File: config.mk
export PLATFORM = sky130hd
export DESIGN_NAME = sat_search_driver_flat
export DESIGN_NICKNAME = d
export VERILOG_FILES = /design/src/rtl/sat_search_driver_if.sv /design/src/rtl/sat_search_driver.sv /design/src/flat_wrapper.sv
export SDC_FILE = /design/constraint.sdc
export NUM_CORES = 1
export LEC_CHECK = 0
export CAP_MARGIN = 10
export CORE_MARGIN = 3
export CORE_UTILIZATION = 52
export DETAILED_ROUTE_END_ITERATION = 10
export PLACE_DENSITY = 0.81
export SLEW_MARGIN = 10
export SYNTH_ARGS = -nofsm -noshare
export SYNTH_HDL_FRONTEND = slang
export SYNTH_SLANG_ARGS = --single-unit
File: constraint.sdc
create_clock -name clock -period 2.6 [get_ports clock]
set_clock_uncertainty 0.1 [all_clocks]
set_input_delay 0.26 -clock clock [delete_from_list [all_inputs] [get_ports clock]]
set_output_delay 0.26 -clock clock [all_outputs]
set_load 0.02 [all_outputs]
File: src/rtl/sat_search_driver_if.sv
// Link between the search driver and the combinational circuit under test:
// candidate assignment out, single sat result back.
interface sat_search_driver_if #(
  parameter int NUM_INPUTS = 11
);
  logic [NUM_INPUTS-1:0] assignment_out;
  logic                  assign_valid;
  logic                  sat_in;

  modport master (
    output assignment_out,
    output assign_valid,
    input  sat_in
  );

  modport slave (
    input  assignment_out,
    input  assign_valid,
    output sat_in
  );
endinterface

File: src/rtl/sat_search_driver.sv
// Exhaustive SAT search driver: issues one candidate per clock, matches delayed sat results
// to their candidates, stops on the first hit. Optional hit counter: SAT_SEARCH_SOLUTION_COUNT_EN.
module sat_search_driver #(
  parameter int NUM_INPUTS  = 11,
  parameter int PIPE_STAGES = 0,
  parameter int CYC_W       = 32
) (
  input  logic                  clock,
  input  logic                  reset,
  input  logic                  start,
  input  logic                  resume,
  sat_search_driver_if.master   cir,
  output logic                  busy,
  output logic                  found,
  output logic                  exhausted,
  output logic [NUM_INPUTS-1:0] solution,
  output logic [CYC_W-1:0]      search_cycles
`ifdef SAT_SEARCH_SOLUTION_COUNT_EN
  ,
  output logic [NUM_INPUTS:0]   solution_count
`endif
);

  typedef enum logic [2:0] {
    S_IDLE,
    S_SEARCH,
    S_DRAIN,
    S_FOUND,
    S_EXHAUSTED
  } state_e;

  state_e                state_q, state_d;
  logic [NUM_INPUTS-1:0] assign_q, assign_d;
  logic [NUM_INPUTS-1:0] solution_q, solution_d;
  logic [CYC_W-1:0]      cycles_q, cycles_d;

  logic                  issuing;
  logic                  match_valid;
  logic [NUM_INPUTS-1:0] match_assign;
  logic                  hit;

  assign issuing = (state_q == S_SEARCH);
  assign busy    = (state_q == S_SEARCH) || (state_q == S_DRAIN);
  // A result only counts while searching and only against a live tag.
  assign hit     = busy && cir.sat_in && match_valid;

  if (PIPE_STAGES > 0) begin : g_pipe
    logic [PIPE_STAGES-1:0]                 tag_valid_q, tag_valid_d;
    logic [PIPE_STAGES-1:0][NUM_INPUTS-1:0] tag_assign_q, tag_assign_d;

    always_comb begin
      tag_valid_d     = '0;
      tag_assign_d    = tag_assign_q;
      tag_valid_d[0]  = issuing && !hit;
      tag_assign_d[0] = assign_q;
      for (int i = 1; i < PIPE_STAGES; i++) begin
        tag_valid_d[i]  = tag_valid_q[i-1] && !hit;
        tag_assign_d[i] = tag_assign_q[i-1];
      end
    end

    // NOTE: only the valid bits matter functionally, but the whole tag store is
    // cleared so a reset leaves no stale candidate visible in the pipe.
    always_ff @(posedge clock) begin
      if (reset) begin
        tag_valid_q  <= '0;
        tag_assign_q <= '0;
      end else begin
        tag_valid_q  <= tag_valid_d;
        tag_assign_q <= tag_assign_d;
      end
    end

    assign match_valid  = tag_valid_q[PIPE_STAGES-1];
    assign match_assign = tag_assign_q[PIPE_STAGES-1];
  end else begin : g_comb
    assign match_valid  = issuing;
    assign match_assign = assign_q;
  end

`ifdef SAT_SEARCH_SOLUTION_COUNT_EN
  logic [NUM_INPUTS:0] count_q, count_d;
  assign solution_count = count_q;
`endif

  // NOTE: every variable gets a default before the case so no path leaves one
  // unassigned, which would otherwise infer a latch.
  always_comb begin
    state_d    = state_q;
    assign_d   = assign_q;
    solution_d = solution_q;
    cycles_d   = cycles_q;
`ifdef SAT_SEARCH_SOLUTION_COUNT_EN
    count_d    = count_q;
`endif

    if (busy && (cycles_q != '1)) begin
      cycles_d = cycles_q + CYC_W'(1);
    end

    case (state_q)
      S_IDLE, S_FOUND, S_EXHAUSTED: begin
        if (start) begin
          state_d  = S_SEARCH;
          assign_d = '0;
          cycles_d = '0;
`ifdef SAT_SEARCH_SOLUTION_COUNT_EN
          count_d  = '0;
`endif
        end else if (resume && (state_q == S_FOUND)) begin
          if (solution_q == '1) begin
            state_d = S_EXHAUSTED;
          end else begin
            state_d  = S_SEARCH;
            assign_d = solution_q + NUM_INPUTS'(1);
          end
        end
      end
      S_SEARCH: begin
        if (hit) begin
          state_d = S_FOUND;
        end else if (assign_q == '1) begin
          // Last candidate issued: wait for its result if it is still in flight.
          state_d = (PIPE_STAGES == 0) ? S_EXHAUSTED : S_DRAIN;
        end else begin
          assign_d = assign_q + NUM_INPUTS'(1);
        end
      end
      S_DRAIN: begin
        if (hit) begin
          state_d = S_FOUND;
        end else if (match_valid && (match_assign == '1)) begin
          state_d = S_EXHAUSTED;
        end
      end
      default: state_d = S_IDLE;
    endcase

    if (hit) begin
      solution_d = match_assign;
`ifdef SAT_SEARCH_SOLUTION_COUNT_EN
      if (count_q != '1) begin
        count_d = count_q + (NUM_INPUTS + 1)'(1);
      end
`endif
    end
  end

  // NOTE: state registers use non-blocking assignments so every flop samples
  // the pre-edge values regardless of process ordering.
  always_ff @(posedge clock) begin
    if (reset) begin
      state_q    <= S_IDLE;
      assign_q   <= '0;
      solution_q <= '0;
      cycles_q   <= '0;
`ifdef SAT_SEARCH_SOLUTION_COUNT_EN
      count_q    <= '0;
`endif
    end else begin
      state_q    <= state_d;
      assign_q   <= assign_d;
      solution_q <= solution_d;
      cycles_q   <= cycles_d;
`ifdef SAT_SEARCH_SOLUTION_COUNT_EN
      count_q    <= count_d;
`endif
    end
  end

  assign cir.assignment_out = assign_q;
  assign cir.assign_valid   = issuing;
  assign found              = (state_q == S_FOUND);
  assign exhausted          = (state_q == S_EXHAUSTED);
  assign solution           = solution_q;
  assign search_cycles      = cycles_q;

endmodule

File: src/flat_wrapper.sv
// flat-port wrapper written by rule: the top's interface ports become plain ports
module sat_search_driver_flat 
#(
  parameter int NUM_INPUTS  = 11,
  parameter int PIPE_STAGES = 0,
  parameter int CYC_W       = 32
)
  (clock, reset, start, resume, busy, found, exhausted, solution, search_cycles, cir_assignment_out, cir_assign_valid, cir_sat_in);
  sat_search_driver_if #(.NUM_INPUTS(NUM_INPUTS)) cir_i ();
  input  logic clock;
  input  logic reset;
  input  logic start;
  input  logic resume;
  output logic busy;
  output logic found;
  output logic exhausted;
  output logic [NUM_INPUTS-1:0] solution;
  output logic [CYC_W-1:0] search_cycles;
  output wire logic [$bits(cir_i.assignment_out)-1:0] cir_assignment_out;
  output wire logic [$bits(cir_i.assign_valid)-1:0] cir_assign_valid;
  input wire logic [$bits(cir_i.sat_in)-1:0] cir_sat_in;
  assign cir_assignment_out = cir_i.assignment_out;
  assign cir_assign_valid = cir_i.assign_valid;
  assign cir_i.sat_in = cir_sat_in;
  sat_search_driver #(.NUM_INPUTS(NUM_INPUTS), .PIPE_STAGES(PIPE_STAGES), .CYC_W(CYC_W)) u_core (.clock(clock), .reset(reset), .start(start), .resume(resume), .cir(cir_i), .busy(busy), .found(found), .exhausted(exhausted), .solution(solution), .search_cycles(search_cycles));
endmodule
==> results of run 1 <==
-- timing repair --
action / CTS / global route
setup endpoints to repair: 2 / 3
hold buffers: 0 / 0
gates resized for setup: 2 / 3
setup buffers: 0 / 0
cloned: 0 / 0
-- power by group through the flow --
stage          Combinational (mW)  Clock [mW]  Sequential, mW
6_report                    0.895       0.893            1.04
4_1_cts                     0.890       0.900            1.04
5_1_grt                     0.978       0.952            1.06
3_3_place_gp                0.858           0            1.05
2_1_floorplan               0.563           0            1.08
3_5_place_dp                0.875           0            1.06
-- layer usage --
layer / wire [µm] / vias to the layer above
met4: 242 / 0
met5: 0 / -
met2: 3970 / 132
met3: 534 / 25
met1: 3770 / 1528
li1: - / 1615
-- path summary, 6_finish.rpt --
path / from / to / slack [ns] / cells after the start
worst max-delay path: u_core.search_cycles[0]$_SDFF_PP0_ / u_core.search_cycles[16]$_SDFF_PP0_ / 0.13 / 6
worst min-delay path: u_core.search_cycles[16]$_SDFF_PP0_ / u_core.search_cycles[16]$_SDFF_PP0_ / 0.40 / 2
worst max register to register: u_core.search_cycles[0]$_SDFF_PP0_ / u_core.search_cycles[16]$_SDFF_PP0_ / 0.13 / 6
worst min register to register: u_core.search_cycles[16]$_SDFF_PP0_ / u_core.search_cycles[16]$_SDFF_PP0_ / 0.40 / 2
-- per-stage QoR --
stage	instances	area, µm²	hold WS (ns)
floorplan	401	3130	0.339
global placement	526	3850	0.375
detailed placement	526	3850	0.391
CTS	542	4070	0.405
global route	542	4070	0.425
finish	542	4070	0.401
-- state kept, by name, indices dropped and copies added, names as in the netlist --
name                       cells
u_core.cir.assignment_out     11
u_core.search_cycles          32
u_core.solution               11
u_core.state_q                 3
-- final cells by class --
| type | instances | area (µm²) |
|---|---|---|
| Clock buffer | 12 | 165 |
| Clock inverter | 4 | 50.0 |
| Fill cell | 476 | 1600 |
| Inverter | 10 | 37.5 |
| Multi-Input combinational cell | 312 | 1870 |
| Sequential cell | 57 | 1140 |
| Tap cell | 72 | 90.1 |
| Timing Repair Buffer | 75 | 721 |
-- cells in the mapped netlist, drive strengths merged, types with 2 or more instances --
cell type   n
or2         5
or4        11
nand3b      4
and4        5
inv        10
nand3      20
o211ai      4
a21oi      36
nor3b       3
xor2        6
or3b        2
o31ai       7
nand2b      6
nand2      50
ha          3
buf         5
nor2       28
a2111oi     2
o32ai       4
a211o       2
nand4      16
nor4        7
a211oi      7
and3        5
clkbuf     17
o32a        4
and2        2
or3        11
xnor2      16
dfxtp      57
o21ai      14
o22ai       4
nor2b       2
nor3       15
-- kinds of logic (layout without fill, tap and decap cells) --
logic type                 Yosys count  after routing  share of synthesized area (%)
AOI/OAI and AO/OA                   93             93                           19.0
xor gates and xnor gates            22             22                           6.15
adders and majority gates            3              3                           1.20
buffers and inverters               32            101                           4.16
DFF                                 57             57                           36.5
muxes                                1              1                          0.320
and+or+nand+nor                    193            193                           32.7
-- worst reg2reg max path, stage by stage, from the launching register on --
cell	delay, ns
dfxtp_1	0.41
ha_1	0.22
nand4_1	0.20
or4_1	0.66
a211oi_1	0.48
nand3_1	0.16
mux2i_1	0.14
==> results.md, run 1 <==
- Status: finished clean
- Count of TritonRoute iterations in the first routing pass: 5
- Worst Hold Class: flip-flop to flip-flop
- Leak pwr: 1.30 nW
- Area growth syn-to-layout: 30.1%
- Sink Count: 57
- CTS Buf Count: 9
- Slew Limit Fails: 0
- Final setup vio count: 0
- Critical Path, Cell by Cell: ha_1 -> nand4_1 -> or4_1 -> a211oi_1 -> nand3_1 -> mux2i_1
- Flop pwr share: between 30 and 40%
- Psw: about 1.0 mW
- Max Fclk: between 400 and 500 MHz
- Max transition margin: 58.8%
- Synth top area share: 36.5%
- RD Place Congestion: roughly 0.87
- Slew @ Worst Pin: 0.615 ns
- Final Hold Viols: 0
- Pwr dens: between 600 and 700 mW/mm²
- Final min period: roughly 2.5 ns
- Post-synth EDFFs: 0
- Delay-heaviest family, CP: simple AND/OR/NAND/NOR gates
- Switching share of power: a little over a third
- Diodes inserted: 0
- Cell-internal power: 1.79 mW
- Dpl ws: -0.0202 ns
- Combinational share of power: between 30% and 40%
- Largest area contributor in the netlist: dfxtp_1
- Register area share after synthesis: 36.5%
- GRT met3 Usage: under 10%
- Drt wl/cell: 15.7 µm
- Worst-skew pair later-pin latency: about 0.35 ns
- Area contributors post-synth: dfxtp_1 36%, nand2_1 6.0%, a21oi_1 5.8%
- Critical Path RT: between 2 and 3 ns
- Syn_area_per_cell: 7.81 µm²
- Count of cell types in the netlist: 50
- CTS Root Cell: clkbuf_8
- CTS max path bufs: 2
- Setup TNS: 0 ns
- Final core occ: 71.8%
- Post-DRT Antenna Nets: 0
- Die H: 83.6 µm
- Fin crit share: a little over nine tenths
- Worst Path Buf+Inv: 0
- Slowest cell on the critical path: or4_1
- Clock network power share: 31.5%
- Share of cells above drive strength 1: under 10%
- Max Cap Viol: 0
- Gr busiest metal: met2
- Worst Path Max Fanout: 10
- Endpoint class of the critical path: flip-flop
- Critical path type: flip-flop to flip-flop
- Via density: 6.09
- Drt drc: 0
- Die Area: between 0.006 and 0.007 mm²
- Synth warnings: 0
- Startpoint type of the worst setup path: flip-flop
- CTS tree: built
- GR Layer Usage met2: 40.0%
- Crit-path max cell delay: roughly 0.66 ns
- Register bit total from synthesis: 57
- Core area: approximately 0.0057 mm²
- Horiz. Die Dim: 83.6 µm
- Initial antenna violation count: 0
- Routed vias: 3,300
- Vias in the first global route: 2,985
- HPWL after DPL: 5.98 mm
- Tot Pwr: between 2 and 3 mW
- Commonest non-fill, non-tap cell in the layout: clkdlybuf4s50_1
- 1st-iter DRT viols: 209
- H-tree levels: 3
- Commonest cells after routing, fill and taps aside: 61 x clkdlybuf4s50_1, 56 x dfxtp_1, 50 x nand2_1
- Final net count: between 400 and 500
- Final worst setup slack: 0.128 ns
- First-pass GRT wire length: 14.1 mm
- IO Pins: 63
- Max VDD drop: roughly 630 µV
- GR met1 Demand/Resource: around 30%
- Cell Area, Synth: 0.00313 mm²
- Clk slew on worst S/H paths: 0.07 ns
- Starting Density: 55.2%
- Ys async rst share: 0%
- Pin count of the biggest net entering global routing: 33
- Rows: 27
- Routed Wire Length: 8.52 mm
- Post-Syn Nets: around 410
- # port buffers: 62
- Gr usage total: 24.4%
- Mapped Cells: 401
- GRT Residual Overflow: 0
- Post-synth top flop: dfxtp_1
- Worst path arrival time: 2.61 ns
Note: power is estimated with default switching activity, not from simulation.
==> inputs of run 2 (changes only) <==
--- a/config.mk
+++ b/config.mk
@@ -9,7 +9,7 @@
 export CORE_MARGIN = 3
 export CORE_UTILIZATION = 52
 export DETAILED_ROUTE_END_ITERATION = 10
-export PLACE_DENSITY = 0.81
+export PLACE_DENSITY_LB_ADDON = 0.08
 export SLEW_MARGIN = 10
 export SYNTH_ARGS = -nofsm -noshare
 export SYNTH_HDL_FRONTEND = slang
==> run 2 against run 1 <==
  * Power increased by 2.2%
  * Register-to-register slack improved by 0.11 ns
  * Highest routed layer unchanged
  * Hold slack about the same
  * First-iteration DRC count increased by 0.48%
==> results.md, run 2 (synthesis gave the netlist of run 1 again) <==
- Drt wl/cell: 15.9 µm
- Area growth syn-to-layout: 30.9%
- Endpoint class of the critical path: output port
- Commonest non-fill, non-tap cell in the layout: clkdlybuf4s50_1
- 1st-iter DRT viols: 210
- Final setup vio count: 0
- Max transition margin: between 60% and 70%
- Max Cap Viol: 0
- CTS Buf Count: 9
- Combinational share of power: a little under a third
- Post-DRT Antenna Nets: 0
- Critical path type: flip-flop to output port
- Clk slew on worst S/H paths: approximately 0.070 ns
- Routed Wire Length: 8.60 mm
- Slew Limit Fails: 0
- First-pass GRT wire length: 14.2 mm
- Leak pwr: 1.29 nW
- Drt drc: 0
- Fillers: 473
- Via density: 6.06
- Switching share of power: 35.7%
- Status: finished clean
- Sink Count: 57
- Die Area: 0.00699 mm²
- GRT Residual Overflow: 0
- HPWL after DPL: 6.03 mm
- Starting Density: 55.2%
- Commonest cells after routing, fill and taps aside: 62 x clkdlybuf4s50_1, 56 x dfxtp_1, 50 x nand2_1
- Routed vias: around 3.3k
- Dpl ws: 0.0374 ns
- Startpoint type of the worst setup path: flip-flop
- Max VDD drop: 506 µV
- Critical Path RT: 2.24 ns
- Flop pwr share: 36.3%
- Diodes inserted: 0
- Vias in the first global route: slightly above 3k
- Clock network power share: 33.3%
- Share of cells above drive strength 1: 9.59%
- Worst Hold Class: flip-flop to flip-flop
- Final core occ: between 70 and 80%
- H-tree levels: 3
- CTS tree: built
- RD Place Congestion: 0.903
- Tot Pwr: just under 3 mW
- Final min period: 2.46 ns
- Worst path arrival time: 2.10 ns
- Initial antenna violation count: 0
- Rows: 27
- Horiz. Die Dim: 83.6 µm
- Gr usage total: 24.7%
- Max Fclk: 406 MHz
- Worst Path Max Fanout: 13
- Final net count: 472
- Number of flip-flops in the largest register: 32
- Cell-internal power: 1.86 mW
- # port buffers: 62
- Pwr dens: 706 mW/mm²
- Core area: between 0.005 and 0.006 mm²
- Fin crit share: 94.7%
- IO Pins: 63
- Psw: 1.03 mW
- Worst-skew pair later-pin latency: 0.34 ns
- Slew @ Worst Pin: between 0.5 and 0.6 ns
- Die H: ~84 µm
- Final worst setup slack: 0.138 ns
- CTS Root Cell: clkbuf_8
- Count of TritonRoute iterations in the first routing pass: 7
- Final Hold Viols: 0
- Setup TNS: 0 ns
- RSZ-0062 raised after global routing: no
- CTS max path bufs: 2
- Pin count of the biggest net entering global routing: 33
==> run 2: path summary, 6_finish.rpt <==
kind	end	slack, ns	depth (start not counted)	from
worst max register to register	u_core.search_cycles[25]$_SDFF_PP0_	0.24	5	u_core.search_cycles[14]$_SDFF_PP0_
worst max-delay path	busy	0.14	4	u_core.state_q[1]$_SDFFE_PP0P_
worst min-delay path	u_core.solution[10]$_SDFFE_PP0P_	0.40	2	u_core.cir.assignment_out[10]$_SDFFE_PP0P_
worst min register to register	u_core.solution[10]$_SDFFE_PP0P_	0.40	2	u_core.cir.assignment_out[10]$_SDFFE_PP0P_
==> run 2: area by class of cell <==
cell class	count	area, µm²	share of cell area [%]
timing repair buffer	74	711	17.3
clock inverter	5	77.6	1.89
inverter	10	37.5	0.916
tap	72	90.1	2.20
clock buffer	11	151	3.70
multi-input combinational	312	1890	46.1
sequential	57	1140	27.9
==> run 2: metrics by stage <==
stage | cells | hold slack (ns) | cell area, µm²
2_1_floorplan | 401 | 0.339 | 3130
3_3_place_gp | 525 | 0.381 | 3840
3_5_place_dp | 525 | 0.391 | 3840
4_1_cts | 541 | 0.397 | 4070
5_1_grt | 541 | 0.430 | 4100
6_report | 541 | 0.401 | 4100
==> run 2: layer usage <==
layer / track usage [%] / wire, µm / vias to the layer above
met5: 0 / 0 / -
met4: 9.21 / 142 / 0
met3: 6.32 / 593 / 16
met2: 42.5 / 4230 / 133
met1: 29.5 / 3640 / 1518
li1: - / - / 1609
==> run 2: critical path: stages, from the launching register on <==
cell	delay [ns]
dfxtp_1	0.54
xnor2_1	0.17
or2_2	0.34
inv_1	0.11
clkdlybuf4s50_1	0.61
==> run 2: timing repair <==
item                                    in CTS  in global routing
setup buffers                                0                  0
gates resized for setup                      0                  8
endpoints found under the setup margin       0                 28
hold buffers                                 0                  0
==> run 2: power by group through the flow <==
stage | clock [mW] | sequential, mW | combinational [mW]
global route | 1.01 | 1.07 | 0.965
finish | 0.963 | 1.05 | 0.881
CTS | 0.962 | 1.05 | 0.873
detailed placement | 0 | 1.07 | 0.866
floorplan | 0 | 1.08 | 0.563
global placement | 0 | 1.06 | 0.857
